### config.mk
export PLATFORM = sky130hd
export DESIGN_NAME = fetch_unit
export DESIGN_NICKNAME = d
export VERILOG_FILES = /design/src/rtl/fetch_unit.sv
export SDC_FILE = /design/constraint.sdc
export NUM_CORES = 1
export LEC_CHECK = 0
export ABC_AREA = 1
export CORE_MARGIN = 3
export CORE_UTILIZATION = 40
export DETAILED_ROUTE_END_ITERATION = 16
export PLACE_DENSITY = 0.71
export REMOVE_ABC_BUFFERS = 1
export SYNTH_ARGS = -nofsm -noshare
export SYNTH_HDL_FRONTEND = slang
export SYNTH_SLANG_ARGS = --single-unit
### constraint.sdc
create_clock -name clk -period 1.9 [get_ports clk]
set_input_delay 0.57 -clock clk [delete_from_list [all_inputs] [get_ports clk]]
set_output_delay 0.57 -clock clk [all_outputs]
set_load 0.01 [all_outputs]
### src/rtl/fetch_unit.sv
// Instruction fetch stage: requests one word at a time from instruction memory,
// holds it in the instruction register for decode, and follows branch redirects.
`timescale 1ns/1ps

module fetch_unit #(
    parameter logic [15:0] RESET_VECTOR = 16'h0000
) (
    input  logic        clk,
    input  logic        rst_n,
    output logic [15:0] imem_addr,
    output logic        imem_req,
    input  logic        imem_gnt,
    input  logic        imem_rvalid,
    input  logic [15:0] imem_rdata,
    input  logic        br_valid,
    input  logic [15:0] br_target,
    output logic        ir_valid,
    input  logic        ir_ready,
    output logic [15:0] ir_data,
    output logic [15:0] ir_pc,
    output logic [15:0] fetch_count
);

    // Handshakes: memory accepts when imem_req && imem_gnt; decode accepts when
    // ir_valid && ir_ready. Both sides see the transfer on the same posedge.
    typedef enum logic [1:0] {
        BOOT  = 2'd0,
        FETCH = 2'd1,
        WAIT  = 2'd2,
        HOLD  = 2'd3
    } state_t;

    state_t      state;
    logic [15:0] pc;
    logic        drop;

    assign imem_addr = pc;
    assign imem_req  = (state == FETCH);
    assign ir_valid  = (state == HOLD);

    always_ff @(posedge clk) begin
        if (!rst_n) begin
            state       <= BOOT;
            pc          <= RESET_VECTOR;
            drop        <= 1'b0;
            ir_data     <= 16'h0000;
            ir_pc       <= 16'h0000;
            fetch_count <= 16'h0000;
        end else begin
            case (state)
                BOOT: begin
                    state <= FETCH;
                end

                FETCH: begin
                    if (br_valid) begin
                        pc <= br_target;
                    end
                    // A grant in the same cycle as a redirect fetched the old pc.
                    if (imem_gnt) begin
                        drop  <= br_valid;
                        state <= WAIT;
                    end
                end

                WAIT: begin
                    if (br_valid) begin
                        pc <= br_target;
                        if (imem_rvalid) begin
                            drop  <= 1'b0;
                            state <= FETCH;
                        end else begin
                            drop <= 1'b1;
                        end
                    end else if (imem_rvalid) begin
                        drop <= 1'b0;
                        if (drop) begin
                            state <= FETCH;
                        end else begin
                            ir_data <= imem_rdata;
                            ir_pc   <= pc;
                            pc      <= pc + 16'd1;
                            state   <= HOLD;
                        end
                    end
                end

                HOLD: begin
                    if (br_valid) begin
                        pc    <= br_target;
                        state <= FETCH;
                    end
                    // A transfer completing alongside a redirect still counts.
                    if (ir_ready) begin
                        fetch_count <= fetch_count + 16'd1;
                        state       <= FETCH;
                    end
                end

                default: begin
                    state <= BOOT;
                end
            endcase
        end
    end

endmodule

---- After elaboration in Yosys (flattened, before gate mapping) ----
Cells that the tools add are included.
cells by class
  add/sub/neg operators ................... 2
  reductions and logical operators ........ 9
  bitwise operators ....................... 2
  multiplexer cells ....................... 18
  equality and inequality tests ........... 9
operator list
  kind                                            count
  two-way mux 16 bit                              4
  adder 16 x 1 -> 16 bit (second input constant)  2
  case mux 16 bit (2 select lines)                1
  two-way mux 2 bit                               7
  case mux 2 bit (4 select lines)                 1
  AND reduction 4 bit                             2
  != test 3 bit (second input constant)           2
  AND reduction 3 bit                             2
  == test 2 bit (second input constant)           2
  two-way mux 1 bit                               4
  != test 2 x 1 -> 1 bit (second input constant)  2
  nonzero test 2 bit                              2
  != test 3 x 2 -> 1 bit (second input constant)  1
  == test 2 x 1 -> 1 bit (second input constant)  1
  zero test 2 bit                                 1
  != test 2 bit (second input constant)           1
  inverter 1 bit                                  2
  case mux 1 bit (2 select lines)                 1
  AND reduction 2 bit                             1
  OR reduction 2 bit                              1
storage, ports and cells
  output and inout port bits .............. 66
  input port bits ......................... 38
  flip-flop bits (word level) ............. 67
  word-level logic and storage cells ...... 46

---- Longest topological paths before layout ----
  depth in word-level cells ............... 5
  gate-level depth with buffers ........... 11
  mapped depth without buffers ............ 11

---- Worst setup path before layout ----
No wires, ideal clock.
  path kind ............................... register to register
  start ................................... register state[1]
  end ..................................... register pc[3], in the netlist imem_addr[3]
  buffers on the path ..................... 2
  stages on the path, launching flop included .. 11
  arrival time ............................ 1.491 ns
  setup slack ............................. 0.277 ns
  library setup time ...................... 0.132 ns
  data required time ...................... 1.768 ns
  clock period less this slack ............ 1.623 ns
  cell sequence ........................... dfxtp_1 inv_1 ha_1 nor2_1 nand3b_1 nand2_1 nand2_1 buf_6 buf_6 o21ai_0 a21oi_1
between the ends
  longest elaborated chain between the ends .. 4
  elaborated cells on any way between the ends .. 10
  classes of those cells .................. eq/ne (6); mux (1); reduce/logical (3)
ends and longest elaborated chain
  element                                                                               RTL line  RTL
  from (decl)                                                                           33        state_t state;
  from (signal assigned)                                                                43        state <= BOOT;
  from (signal assigned)                                                                52        state <= FETCH;
  from (signal assigned)                                                                62        state <= WAIT;
  == test 2 x 1 -> 1 bit (*)                                                            -
  via imem_req                                                                          11        output logic imem_req,
  OR reduction 2 bit (no source line) (*)                                               -
  != test 2 x 1 -> 1 bit (no source line) / nonzero test 2 bit (equally long branches)  -
  AND reduction 4 bit (no source line)                                                  -
  to (signal assigned)                                                                  57        pc <= br_target;
  to (signal assigned)                                                                  68        pc <= br_target;
  to (signal assigned)                                                                  82        pc <= pc + 16'd1;
  to (decl)                                                                             34        logic [15:0] pc;
The timed path passes the listed nets; every way through them passes the cells marked *.
A chain may end at the register's enable or synchronous reset.

---- Final worst setup path ----
  start ................................... register pc[3], in the netlist imem_addr[3]
  end ..................................... output imem_addr[3]
RTL lines
  element    RTL line  RTL
  to (decl)  10        output logic [15:0] imem_addr,
No word-level cell between the ends.

==> qor.yml <==
outcome: "finished clean"
viasPerCell: 4.91
crit_type: "reg -> out"
cts_root_buf: "clkbuf_8"
hp-class: "reg -> reg"
first_pass_iters: 4
die_area_mm2: 0.00908
synth_compound_area_frac: 0.169
p_leak_nw: 2.04
grt_pass1_wl_um: 14800
cp_slowest_cell: "clkdlybuf4s50_1"
placementRows: 31
crit_chain: "clkdlybuf4s50_1"
ys_types: 37
post-place-ws_ns: -0.103
maxSlewHeadroom: 0.754
final_max_slew_viol_count: 0
slowest_delay_ns: 0.55
fill_cells: 667
grt_overflow_total: 0
portBuffers: 103
initial_utilization: 0.426
r2r_start: "state[1]$_SDFFE_PN0P_"
drc: 0
setup_ws_ns: 0.0452
clockBufferDepth: 2
synth_xor_area_frac: 0.00549
crit_required_ns: 1.33
ys_top_cells_by_area: "dfxtp_1, nor2_1, nand2_1, o21ai_0, a21oi_1"
synth_top_family_by_area: "simple AND/OR/NAND/NOR gates"
synth_top_area_cell: "dfxtp_1"
num_vias: 3305
clk_latency_ns: 0.35
path_delay_family: "buffers and inverters"
cts_tree: "yes"
ys_seq_area_frac: 0.421
yosys.cell_count.top_type: "nor2_1"
dieWidth_um: 95.3
rr_worst_depth: 10
synth_mux_area_frac: 0.00314
synth_top_area_share: 0.421
fmax_ghz: 0.539
irDropWorstVdd_mv: 0.423
clk_pin_slew_ns: 0.08
area_growth_pct: 48.1
ff_latch_area_mm2: 0.00136
critPathBufInv: 1
ys_warn_count: 0
dr.first_iter.drc_count: 145
synthArstFlopShare: 0
cp.arrival_ns: 1.28
coreArea_mm2: 0.00749
design_power_total_mw: 3.73
wl_um: 8840
period_minus_slack_ns: 1.85
hold-path-cell-count: 2
wl_per_cell_um: 13.1
path_max_fanout: 5
fin_util: 0.631
drive_above_1_share: 0.113
ant_nets: 0
start_kind: "register"
grt_max_degree: 49
max_cap_viol_count: 0
r2r_slack_ns: 0.26
hold_viol: 0
chipHeight_um: 95.3
diodes: 0
grt_usage: 0.207
multi_input_area_mm2: 0.00161
hold_buffers: 0
worstMarginPinSlew_ns: 0.368
syn_inst: 453
clock_sinks: 67
hold_path_end: "imem_addr[14]$_SDFFE_PN0P_"
netlist_area_mm2: 0.00319
final.setup.tns_ns: 0
synth-simple-area-share: 0.299
ys_ff_latch: 67
synth_edf_count: 0
dp_hpwl_um: 6260
cts-buffers-inserted: 9
skew_ns: 0.00852
finalNetCount: 614
fin_crit_sh: 0.976
ys.flop_type: "dfxtp_1"
gp_congestion: 0.846
netlist_top_cells_count: "nor2_1, nand2_1, dfxtp_1, o21ai_0, a21oi_1"
worstHoldStart: "imem_addr[14]$_SDFFE_PN0P_"
crit_path_end_kind: "primary output"
r2r_end: "imem_addr[10]$_SDFFE_PN0P_"
setup_viol: 0
syn_area_per_cell_um2: 7.04
grt_pass1_vias: 3273
dp.cells: 658
power_density_mw_per_mm2: 791
antenna_found_initial: 0
rsz0062_at_grt: "no"
h-tree-depth: 3
num_io_pins: 104
synthAdderAreaFrac: 0.0235
layout.cells.non_filler: 673
[through the flow]
stage,hold slack [ns],cell area (µm²)
3_5_place_dp,0.490,4440
3_3_place_gp,0.479,4440
6_report,0.499,4720
2_1_floorplan,0.487,3070
5_1_grt,0.527,4720
4_1_cts,0.501,4700
[state kept, by name (all words and copies together) (netlist names)]
| signal | flops |
|---|---|
| fetch_count | 16 |
| imem_addr | 16 |
| ir_data | 16 |
| ir_pc | 16 |
| state | 2 |
| drop | 1 |
[cells by family (layout without fill, tap and decap cells)]
| logic type | after synthesis | after routing |
|---|---|---|
| AO/OA/AOI/OAI | 104 | 104 |
| multiplexers | 1 | 1 |
| XOR/XNOR | 2 | 2 |
| flip-flops | 67 | 67 |
| buffers and inverters | 54 | 175 |
| AND/OR/NAND/NOR | 219 | 219 |
| adder cells (fa/ha/maj) | 6 | 6 |
[cells in the final DEF, fill, tap and decap left out, drive strengths merged]
cell           count
o31ai              1
nand3             15
nand3b             1
o21bai             1
a21o               1
o21a               2
bufinv             3
dlymetal6s2s       7
clkdlybuf4s50     90
dlygate4sd2        6
dfxtp             67
clkinv             3
xor2               2
nor2             103
buf               21
o21ai             56
and3               2
clkbuf             9
and2               1
nand4              5
a31oi              2
nand2             80
clkinvlp           1
inv               35
o211ai             1
nor3               8
nor4               1
a21oi             40
ha                 6
nor3b              2
or2                1
mux2i              1
[power by group]
part / switching (mW) / internal [mW]
Combinational: 0.362 / 0.359
Clock: 0.571 / 0.868
Sequential: 0.0889 / 1.48
Total: 1.02 / 2.71
[final cells by class]
| type | count | share of cell area |
|---|---|---|
| well taps | 99 | 0.0262 |
| repair buffers | 124 | 0.265 |
| inverters | 36 | 0.0292 |
| clock inverters | 6 | 0.0244 |
| flip-flops and latches | 67 | 0.289 |
| clock buffers | 9 | 0.0262 |
| multi-input cells | 332 | 0.341 |
[repair_timing]
item / CTS / global route
endpoints found under the setup margin: 15 / 12
buffers inserted: 0 / 0
resized for setup: 20 / 11
pin swaps: 0 / 0
[layer usage]
layer	track usage	share of wire	up-vias
li1	-	-	1707
met1	0.254	0.44	1498
met2	0.342	0.47	89
met3	0.0600	0.086	11
met4	0.0829	0.012	0
met5	0	0	-
[worst max path at each step]
stage | slack (ns) | startpoint | depth (start not counted) | endpoint
2_1_floorplan | -0.24 | state[0]$_SDFFE_PN0P_ | 7 | ir_data[0]$_SDFFE_PN0P_
3_3_place_gp | -0.07 | ir_ready | 8 | fetch_count[14]$_SDFFE_PN0P_
3_5_place_dp | -0.10 | ir_ready | 8 | fetch_count[14]$_SDFFE_PN0P_
4_1_cts | 0.01 | fetch_count[11]$_SDFFE_PN0P_ | 1 | fetch_count[11]
5_1_grt | 0.002 | fetch_count[9]$_SDFFE_PN0P_ | 1 | fetch_count[9]
6_report | 0.05 | imem_addr[3]$_SDFFE_PN0P_ | 1 | imem_addr[3]
No activity file was read; power rests on OpenSTA's default activity.
